### config.mk
export PLATFORM = sky130hd
export DESIGN_NAME = phase_sequencer
export DESIGN_NICKNAME = d
export VERILOG_FILES = /design/src/rtl/phase_sequencer.sv
export SDC_FILE = /design/constraint.sdc
export NUM_CORES = 1
export LEC_CHECK = 0
export CORE_AREA = 2 2 39 41
export CTS_CLUSTER_SIZE = 40
export DETAILED_ROUTE_END_ITERATION = 12
export DIE_AREA = 0 0 41 43
export PLACE_DENSITY = 0.53
export SYNTH_ARGS = -nofsm -noshare
export SYNTH_HDL_FRONTEND = slang
export SYNTH_SLANG_ARGS = --single-unit
export TNS_END_PERCENT = 1
### constraint.sdc
create_clock -name clk -period 2.1 [get_ports clk]
set_input_delay 0.63 -clock clk [delete_from_list [all_inputs] [get_ports clk]]
set_output_delay 0.63 -clock clk [all_outputs]
set_load 0.005 [all_outputs]
### src/rtl/phase_sequencer.sv
// Multi-cycle instruction sequencer: steps each instruction through fetch, decode,
// execute, memory and write-back, stalling on the memory ready handshake.
module phase_sequencer (
    input  logic       clk,
    input  logic       n_rst,
    input  logic       start,
    input  logic       hlt_insn,
    input  logic       mem_access,
    input  logic [2:0] br_type,
    input  logic       zf,
    input  logic       sf,
    input  logic       cf,
    input  logic       of,
    input  logic       mem_ready,
    output logic [4:0] phase,
    output logic       mem_req,
    output logic       ct_taken,
    output logic       hlt,
    output logic       retire
);

    localparam logic [4:0] PH_NONE = 5'b00000;
    localparam logic [4:0] PH_F    = 5'b00001;
    localparam logic [4:0] PH_D    = 5'b00010;
    localparam logic [4:0] PH_E    = 5'b00100;
    localparam logic [4:0] PH_M    = 5'b01000;
    localparam logic [4:0] PH_W    = 5'b10000;

    typedef enum logic [2:0] {
        S_HALT,
        S_IREQ,
        S_F,
        S_D,
        S_E,
        S_M,
        S_W
    } state_t;

    state_t state_reg;
    state_t state_next;
    logic   ct_reg;
    logic   ct_next;
    logic   branch_cond;

    always_ff @(posedge clk or negedge n_rst) begin
        if (!n_rst) begin
            state_reg <= S_HALT;
            ct_reg    <= 1'b0;
        end else begin
            state_reg <= state_next;
            ct_reg    <= ct_next;
        end
    end

    always_comb begin
        branch_cond = 1'b0;
        case (br_type)
            3'd0:    branch_cond = 1'b0;
            3'd1:    branch_cond = 1'b1;
            3'd2:    branch_cond = zf;
            3'd3:    branch_cond = !zf;
            3'd4:    branch_cond = sf;
            3'd5:    branch_cond = !sf;
            3'd6:    branch_cond = cf;
            default: branch_cond = of;
        endcase
    end

    // mem_ready only matters in the two states that hold a request open.
    always_comb begin
        state_next = state_reg;
        ct_next    = ct_reg;
        case (state_reg)
            S_HALT: if (start) state_next = S_IREQ;
            S_IREQ: if (mem_ready) state_next = S_F;
            S_F:    state_next = S_D;
            S_D:    state_next = hlt_insn ? S_HALT : S_E;
            S_E: begin
                ct_next    = branch_cond;
                state_next = mem_access ? S_M : S_W;
            end
            S_M:    if (mem_ready) state_next = S_W;
            S_W: begin
                ct_next    = 1'b0;
                state_next = S_IREQ;
            end
            default: begin
                ct_next    = 1'b0;
                state_next = S_HALT;
            end
        endcase
    end

    always_comb begin
        phase   = PH_NONE;
        mem_req = 1'b0;
        hlt     = 1'b0;
        retire  = 1'b0;
        case (state_reg)
            S_HALT:  hlt     = 1'b1;
            S_IREQ:  mem_req = 1'b1;
            S_F:     phase   = PH_F;
            S_D:     phase   = PH_D;
            S_E:     phase   = PH_E;
            S_M: begin
                phase   = PH_M;
                mem_req = 1'b1;
            end
            S_W: begin
                phase  = PH_W;
                retire = 1'b1;
            end
            default: hlt = 1'b1;
        endcase
    end

    assign ct_taken = ct_reg;

endmodule

==> impl_metrics.py, run 1 <==
metrics = {
    "outcome": {
        "status": "finished, violations left",
        "violations": "negative setup slack",
    },
    "clocking": {
        "cts_buffers": 3,
        "cts.sinks": 4,
        "cts_tree": "built",
        "cts_root_buffer": "clkbuf_4",
        "insertion_delay_ns": 0.23,
        "cts.path.max_buffers": 2,
        "clkTransAtPathRegs_ns": 0.04,
        "cts_hold_buf": 0,
        "htreeDepth": 1,
    },
    "sta": {
        "drv_slew": 0,
        "skew_ns": 0.00308,
        "hold_viol_final": 0,
        "slew_headroom_pct": 84.2,
        "max_freq_ghz": 0.465,
        "finalSetupViolations": 2,
        "layout_setup_ws_ns": -0.0495,
        "rsz0062_at_grt": "yes",
        "finalCritPeriodShare_pct": 102,
        "tns_ns": -0.0653,
        "worstMarginPinSlew_ns": 0.236,
        "fin_crit_ns": 2.15,
    },
    "floorplan": {
        "die-area_mm2": 0.00176,
        "ios": 22,
        "initial_core_util_pct": 20.5,
        "fp-row-count": 14,
        "core_mm2": 0.00138,
        "die_width_um": 41,
        "fp.dieH_um": 43,
    },
    "synth": {
        "synth_cell_types": 21,
        "synthMuxAreaShare_pct": 3.52,
        "yosys.area_share.adder_pct": 0,
        "syn_area_per_cell_um2": 8.11,
        "synth_compound_area_share_pct": 24.7,
        "synth_nets": 48,
        "ys_seq_area_share_pct": 35.2,
        "synth_top_family_by_area": "simple AND/OR/NAND/NOR gates",
        "synth_xor_area_share_pct": 0,
        "synth_area_um2": 284,
        "yosysWarningCount": 0,
        "syn_inst": 35,
        "synth-seq-cells": 4,
        "synthSimpleGateAreaFrac_pct": 27.3,
    },
    "global_routing": {
        "track_usage_pct": 11.7,
        "antenna_found_initial": 0,
        "grt_pass1_wl_mm": 1.37,
        "grt_pass1_vias": 351,
        "grt_max_degree": 9,
        "grt_overflow": 0,
    },
    "placement": {
        "dp.final_hpwl_um": 672,
        "placed_area_um2": 507,
        "io_buffers": 21,
        "gp_congestion": 0.753,
        "dp.cells": 71,
    },
    "finish": {
        "mostFrequentLayoutCells": "clkdlybuf4s50_1, inv_1, nand2_1, buf_4",
        "fin_cells": 78,
        "antennaDiodeCount": 0,
        "utilization_pct": 42.0,
        "fillers": 150,
        "final_common_cell": "clkdlybuf4s50_1",
        "largest_reg_flops": 3,
        "final_cell_area_um2": 581,
        "areaGrowthSynthToFinish_pct": 104,
        "drive_gt1_share_pct": 22.6,
        "nNetsFinal": 77,
    },
    "route": {
        "drt_iter0_drc": 8,
        "vias": 378,
        "drc_errors": 0,
        "drt-vias-per-instance": 4.85,
        "firstDrtPassIters": 4,
        "wire_per_inst_um": 11.6,
        "ant_nets": 0,
        "routed_wl_um": 905,
    },
    "run": {
        "maxCapViolations": 0,
    },
    "critical_path": {
        "start_kind": "register",
        "end_kind": "primary output",
        "cp.arrival_ns": 1.52,
        "critPathMaxFanout": 6,
        "cp.required_ns": 1.47,
        "worstSetupPathType": "register to primary output",
    },
    "hold_path": {
        "worstHoldPathType": "register to register",
    },
    "power_and_ir_drop": {
        "max-vdd-ir-drop_v": 0.000453,
        "power.total_w": 0.000628,
        "p_leak_nw": 0.308,
        "cellPowerDensity_mw_per_mm2": 1080,
    },
}
## critical path, cell delays in order (launching register included)
cell             delay, ns
dfrtp_2               0.41
inv_1                 0.11
nor3_2                0.22
clkdlybuf4s50_1       0.54
## final cells by class
| type | count | area [um^2] | share of cell area (%) |
|---|---|---|---|
| multi-input combinational | 25 | 170 | 29.3 |
| clock buffer | 3 | 22.5 | 3.88 |
| tap | 16 | 20.0 | 3.45 |
| inverter | 5 | 18.8 | 3.23 |
| sequential | 4 | 104 | 17.9 |
| timing repair buffer | 25 | 245 | 42.2 |
## metal layers
| metal | vias to the layer above | global-route usage (%) | routed length, um |
|---|---|---|---|
| met5 | - | 0 | 0 |
| li1 | 185 | - | - |
| met3 | 4 | 0 | 23 |
| met2 | 10 | 16.6 | 466 |
| met1 | 179 | 14.8 | 381 |
| met4 | 0 | 12.0 | 34 |
## kinds of logic after synthesis
logic type	count (synthesis)
flip-flops	4
AND/OR/NAND/NOR	15
buffers and inverters	6
multiplexers	1
AO/OA/AOI/OAI	9
## synth_stat cells
cell | n | area [um^2]
nand2b_1 | 2 | 12.5
nand2_1 | 4 | 15.0
dfrtp_1 | 4 | 100
a22o_1 | 1 | 8.76
inv_1 | 5 | 18.8
and3_1 | 1 | 6.26
mux2i_1 | 1 | 10.0
a211oi_1 | 2 | 15.0
or3_1 | 1 | 6.26
nand3_1 | 1 | 5.00
a311oi_1 | 1 | 8.76
and2_1 | 1 | 6.26
nor2_1 | 3 | 11.3
nor3_1 | 1 | 5.00
and4b_1 | 1 | 10.0
o21ai_0 | 1 | 5.00
o2111ai_1 | 1 | 8.76
a21o_1 | 1 | 7.51
a32o_1 | 1 | 10.0
o22ai_1 | 1 | 6.26
buf_4 | 1 | 7.51
## power by group
part | internal [W] | total (W) | switching, W | leakage [nW]
Clock | 0.0000639 | 0.0000943 | 0.0000305 | 0.0138
Sequential | 0.000120 | 0.000166 | 0.0000461 | 0.0470
Combinational | 0.000225 | 0.000368 | 0.000143 | 0.247
Total | 0.000409 | 0.000628 | 0.000219 | 0.308
## timing repair
item,CTS,global route
setup endpoints to repair,8,6
gates resized for setup,5,7
setup buffers,2,2
## worst paths after layout
path | startpoint | end | slack [ns] | cells after the start
max reg2reg | state_reg[2]$_DFFE_PN0P_ | state_reg[0]$_DFFE_PN0P_ | 0.95 | 4
min | ct_taken$_DFFE_PN0N_ | ct_taken$_DFFE_PN0N_ | 0.52 | 1
min reg2reg | ct_taken$_DFFE_PN0N_ | ct_taken$_DFFE_PN0N_ | 0.52 | 1
min in group asynchronous | n_rst | state_reg[1]$_DFFE_PN0P_ | 0.60 | 1
max | state_reg[1]$_DFFE_PN0P_ | phase[0] | -0.05 | 3
max in group asynchronous | n_rst | state_reg[2]$_DFFE_PN0P_ | 1.31 | 1
## through the flow
stage / hold slack (ns) / setup WS (ns)
after global placement: 0.523 / 0.117
after CTS: 0.526 / -0.0833
final: 0.519 / -0.0495
after floorplan: 0.334 / 0.612
after detailed placement: 0.517 / 0.101
after global routing: 0.542 / -0.118
Note: power is estimated with default switching activity, not from simulation.
==> run 2, diff against run 1 <==
--- a/config.mk
+++ b/config.mk
@@ -5,11 +5,13 @@
 export SDC_FILE = /design/constraint.sdc
 export NUM_CORES = 1
 export LEC_CHECK = 0
+export CAP_MARGIN = 25
 export CORE_AREA = 2 2 39 41
 export CTS_CLUSTER_SIZE = 40
 export DETAILED_ROUTE_END_ITERATION = 12
 export DIE_AREA = 0 0 41 43
 export PLACE_DENSITY = 0.53
+export SLEW_MARGIN = 20
 export SYNTH_ARGS = -nofsm -noshare
 export SYNTH_HDL_FRONTEND = slang
 export SYNTH_SLANG_ARGS = --single-unit
==> results of run 2 <==
Final layout, timing and power as in run 1 (identical DEF).
==> patch, RTL diff (settings of run 2) <==
The 7 states of `state_t` get a Gray code encoding in 3 bits.
--- a/src/rtl/phase_sequencer.sv
+++ b/src/rtl/phase_sequencer.sv
@@ -29,9 +29,9 @@
     typedef enum logic [2:0] {
-        S_HALT,
-        S_IREQ,
-        S_F,
-        S_D,
-        S_E,
-        S_M,
-        S_W
+        S_HALT = 3'b000,
+        S_IREQ = 3'b001,
+        S_F    = 3'b011,
+        S_D    = 3'b010,
+        S_E    = 3'b110,
+        S_M    = 3'b111,
+        S_W    = 3'b101
     } state_t;
Formal check against the unedited RTL: same outputs for any inputs over 10 cycles, from zero or initial values and one cycle with n_rst low; not proved beyond that.
==> patch against run 2 <==
Via count is 0.26% lower; sequential share of layout area decreased by 0.48 points; total power grew 11%; sequential cell count stayed put; count of clock-buffer cells in the layout stayed put; critical path depth is 1 lower; routed wire length is 11% lower; final area rose by 1.5%; first-iteration DRC count down 13%; area after synthesis rose by 5.3%; die area unchanged; setup slack gained 0.093 ns.
==> patch: results (changes against run 2) <==
[sta]
final.min_clock_period_ns = 2.06  ; -0.0926 ns
finClkSkew_ns = 0.000627  ; -0.00245 ns

[synthesis]
synthTopCellsByArea = dfrtp_1 33%, nor2_1 8.8%, nand2_1 6.3%, a211oi_1 5.0%, nor3b_1 5.0%
ys_seq_area_share_pct = 33.5  ; -1.8 points
syn_nets = 50  ; +4.2%
synthTopCellsByCount = 7 x nor2_1, 5 x nand2_1, 4 x dfrtp_1
yosysUniqueCellTypes = 19  ; -9.5%
syn-mean-instance-area_um2 = 8.08  ; -0.40%

[route]
wl_met1_um = 323  ; -15%
dr_wl_met3_um = 56  ; +140%
drt-initial-drc-count = 7  ; -1
wl_per_cell_um = 10.1  ; -13%
dr_total_vias = 377  ; -0.26%

[power]
vdd_drop_max_mv = 0.289  ; -36%
leakagePower_nw = 0.278  ; -9.8%
intPower_mw = 0.454  ; +11%

[setup_path]
reg2reg_depth = 5  ; +1
r2r-start = state_reg[1]
r2r-end = state_reg[1]
cp_max_fo = 7  ; +1
arrival_ns = 1.43  ; -0.09 ns
cp-startpoint = state_reg[0]

[place]
place_congestion = 0.653  ; -13%
dp_cells = 73  ; +2.8%
hpwlAfterDp_um = 582  ; -13%
dpl_worst_slack_ns = 0.126  ; +0.0248 ns

[final_layout]
fillers = 138  ; -8.0%
finalNonFillerCells = 80  ; +2.6%

[global_routing]
grt_max_degree = 11  ; +2
grt_usage_pct = 10.7  ; -1.1 points
grt_pass1_wl_um = 1250  ; -8.6%

[run_status]
outcome = complete, no violations

patch: cell count changes in the layout (fill, tap and decap cells not counted), sizes merged, moves of 2 or more:
| cell | run 2 | this run |
|---|---|---|
| a21oi | 0 | 2 |
| nor3b | 0 | 2 |
| nand2b | 2 | 0 |
| nor2 | 3 | 7 |
| inv | 5 | 2 |
patch: power groups by stage:
stage	logic (mW)	registers [mW]	clock network (mW)
detailed placement	0.377	0.174	0
floorplan	0.234	0.130	0
global placement	0.382	0.173	0
global route	0.480	0.174	0.108
CTS	0.364	0.180	0.0994
finish	0.436	0.168	0.0950
patch: cell families (layout without fill, tap and decap cells):
| group | Yosys count | in the layout | share of synthesized area (%) |
|---|---|---|---|
| XOR/XNOR | 1 | 1 | 2.93 |
| AND/OR/NAND/NOR | 16 | 16 | 25.5 |
| multiplexers | 1 | 1 | 3.35 |
| AO/OA/AOI/OAI | 10 | 10 | 25.1 |
| flip-flops | 4 | 4 | 33.5 |
| buffers and inverters | 5 | 32 | 9.62 |
patch: layout make-up:
class / instances / area (um^2) / share of cell area [%]
Inverter: 2 / 7.51 / 1.27
Timing Repair Buffer: 27 / 259 / 43.9
Sequential cell: 4 / 103 / 17.4
Multi-Input combinational cell: 28 / 178 / 30.1
Clock buffer: 3 / 22.5 / 3.82
Tap cell: 16 / 20.0 / 3.40
patch: worst register-to-register path: stages, from the launching register on:
cell      delay (ns)
dfrtp_2         0.43
clkbuf_2        0.15
buf_4           0.14
nor2_1          0.09
a21oi_1         0.05
a22o_1          0.18
patch: layer usage:
layer	track usage, %	up-vias
met1	13.6	171
met5	0	-
met3	1.57	2
li1	-	188
met4	10.0	0
met2	14.4	16
patch: how the worst min path moves through the flow:
stage	to	slack, ns	cells past startpoint
3_3_place_gp	ct_taken	0.50	1
2_1_floorplan	ct_taken	0.33	0
3_5_place_dp	ct_taken	0.51	1
5_1_grt	ct_taken	0.53	1
6_report	ct_taken	0.50	1
4_1_cts	ct_taken	0.51	1
patch: through the flow:
| step | hold WS [ns] | instance area (um^2) |
|---|---|---|
| after floorplan | 0.334 | 299 |
| after global placement | 0.497 | 523 |
| after detailed placement | 0.505 | 523 |
| after CTS | 0.513 | 551 |
| after global routing | 0.528 | 589 |
| final | 0.501 | 589 |
patch: timing repair:
item,in CTS,in global routing
hold buffers,0,0
setup endpoints to repair,8,6
pin swaps,0,1
buffers inserted,0,4
gates resized for setup,5,4
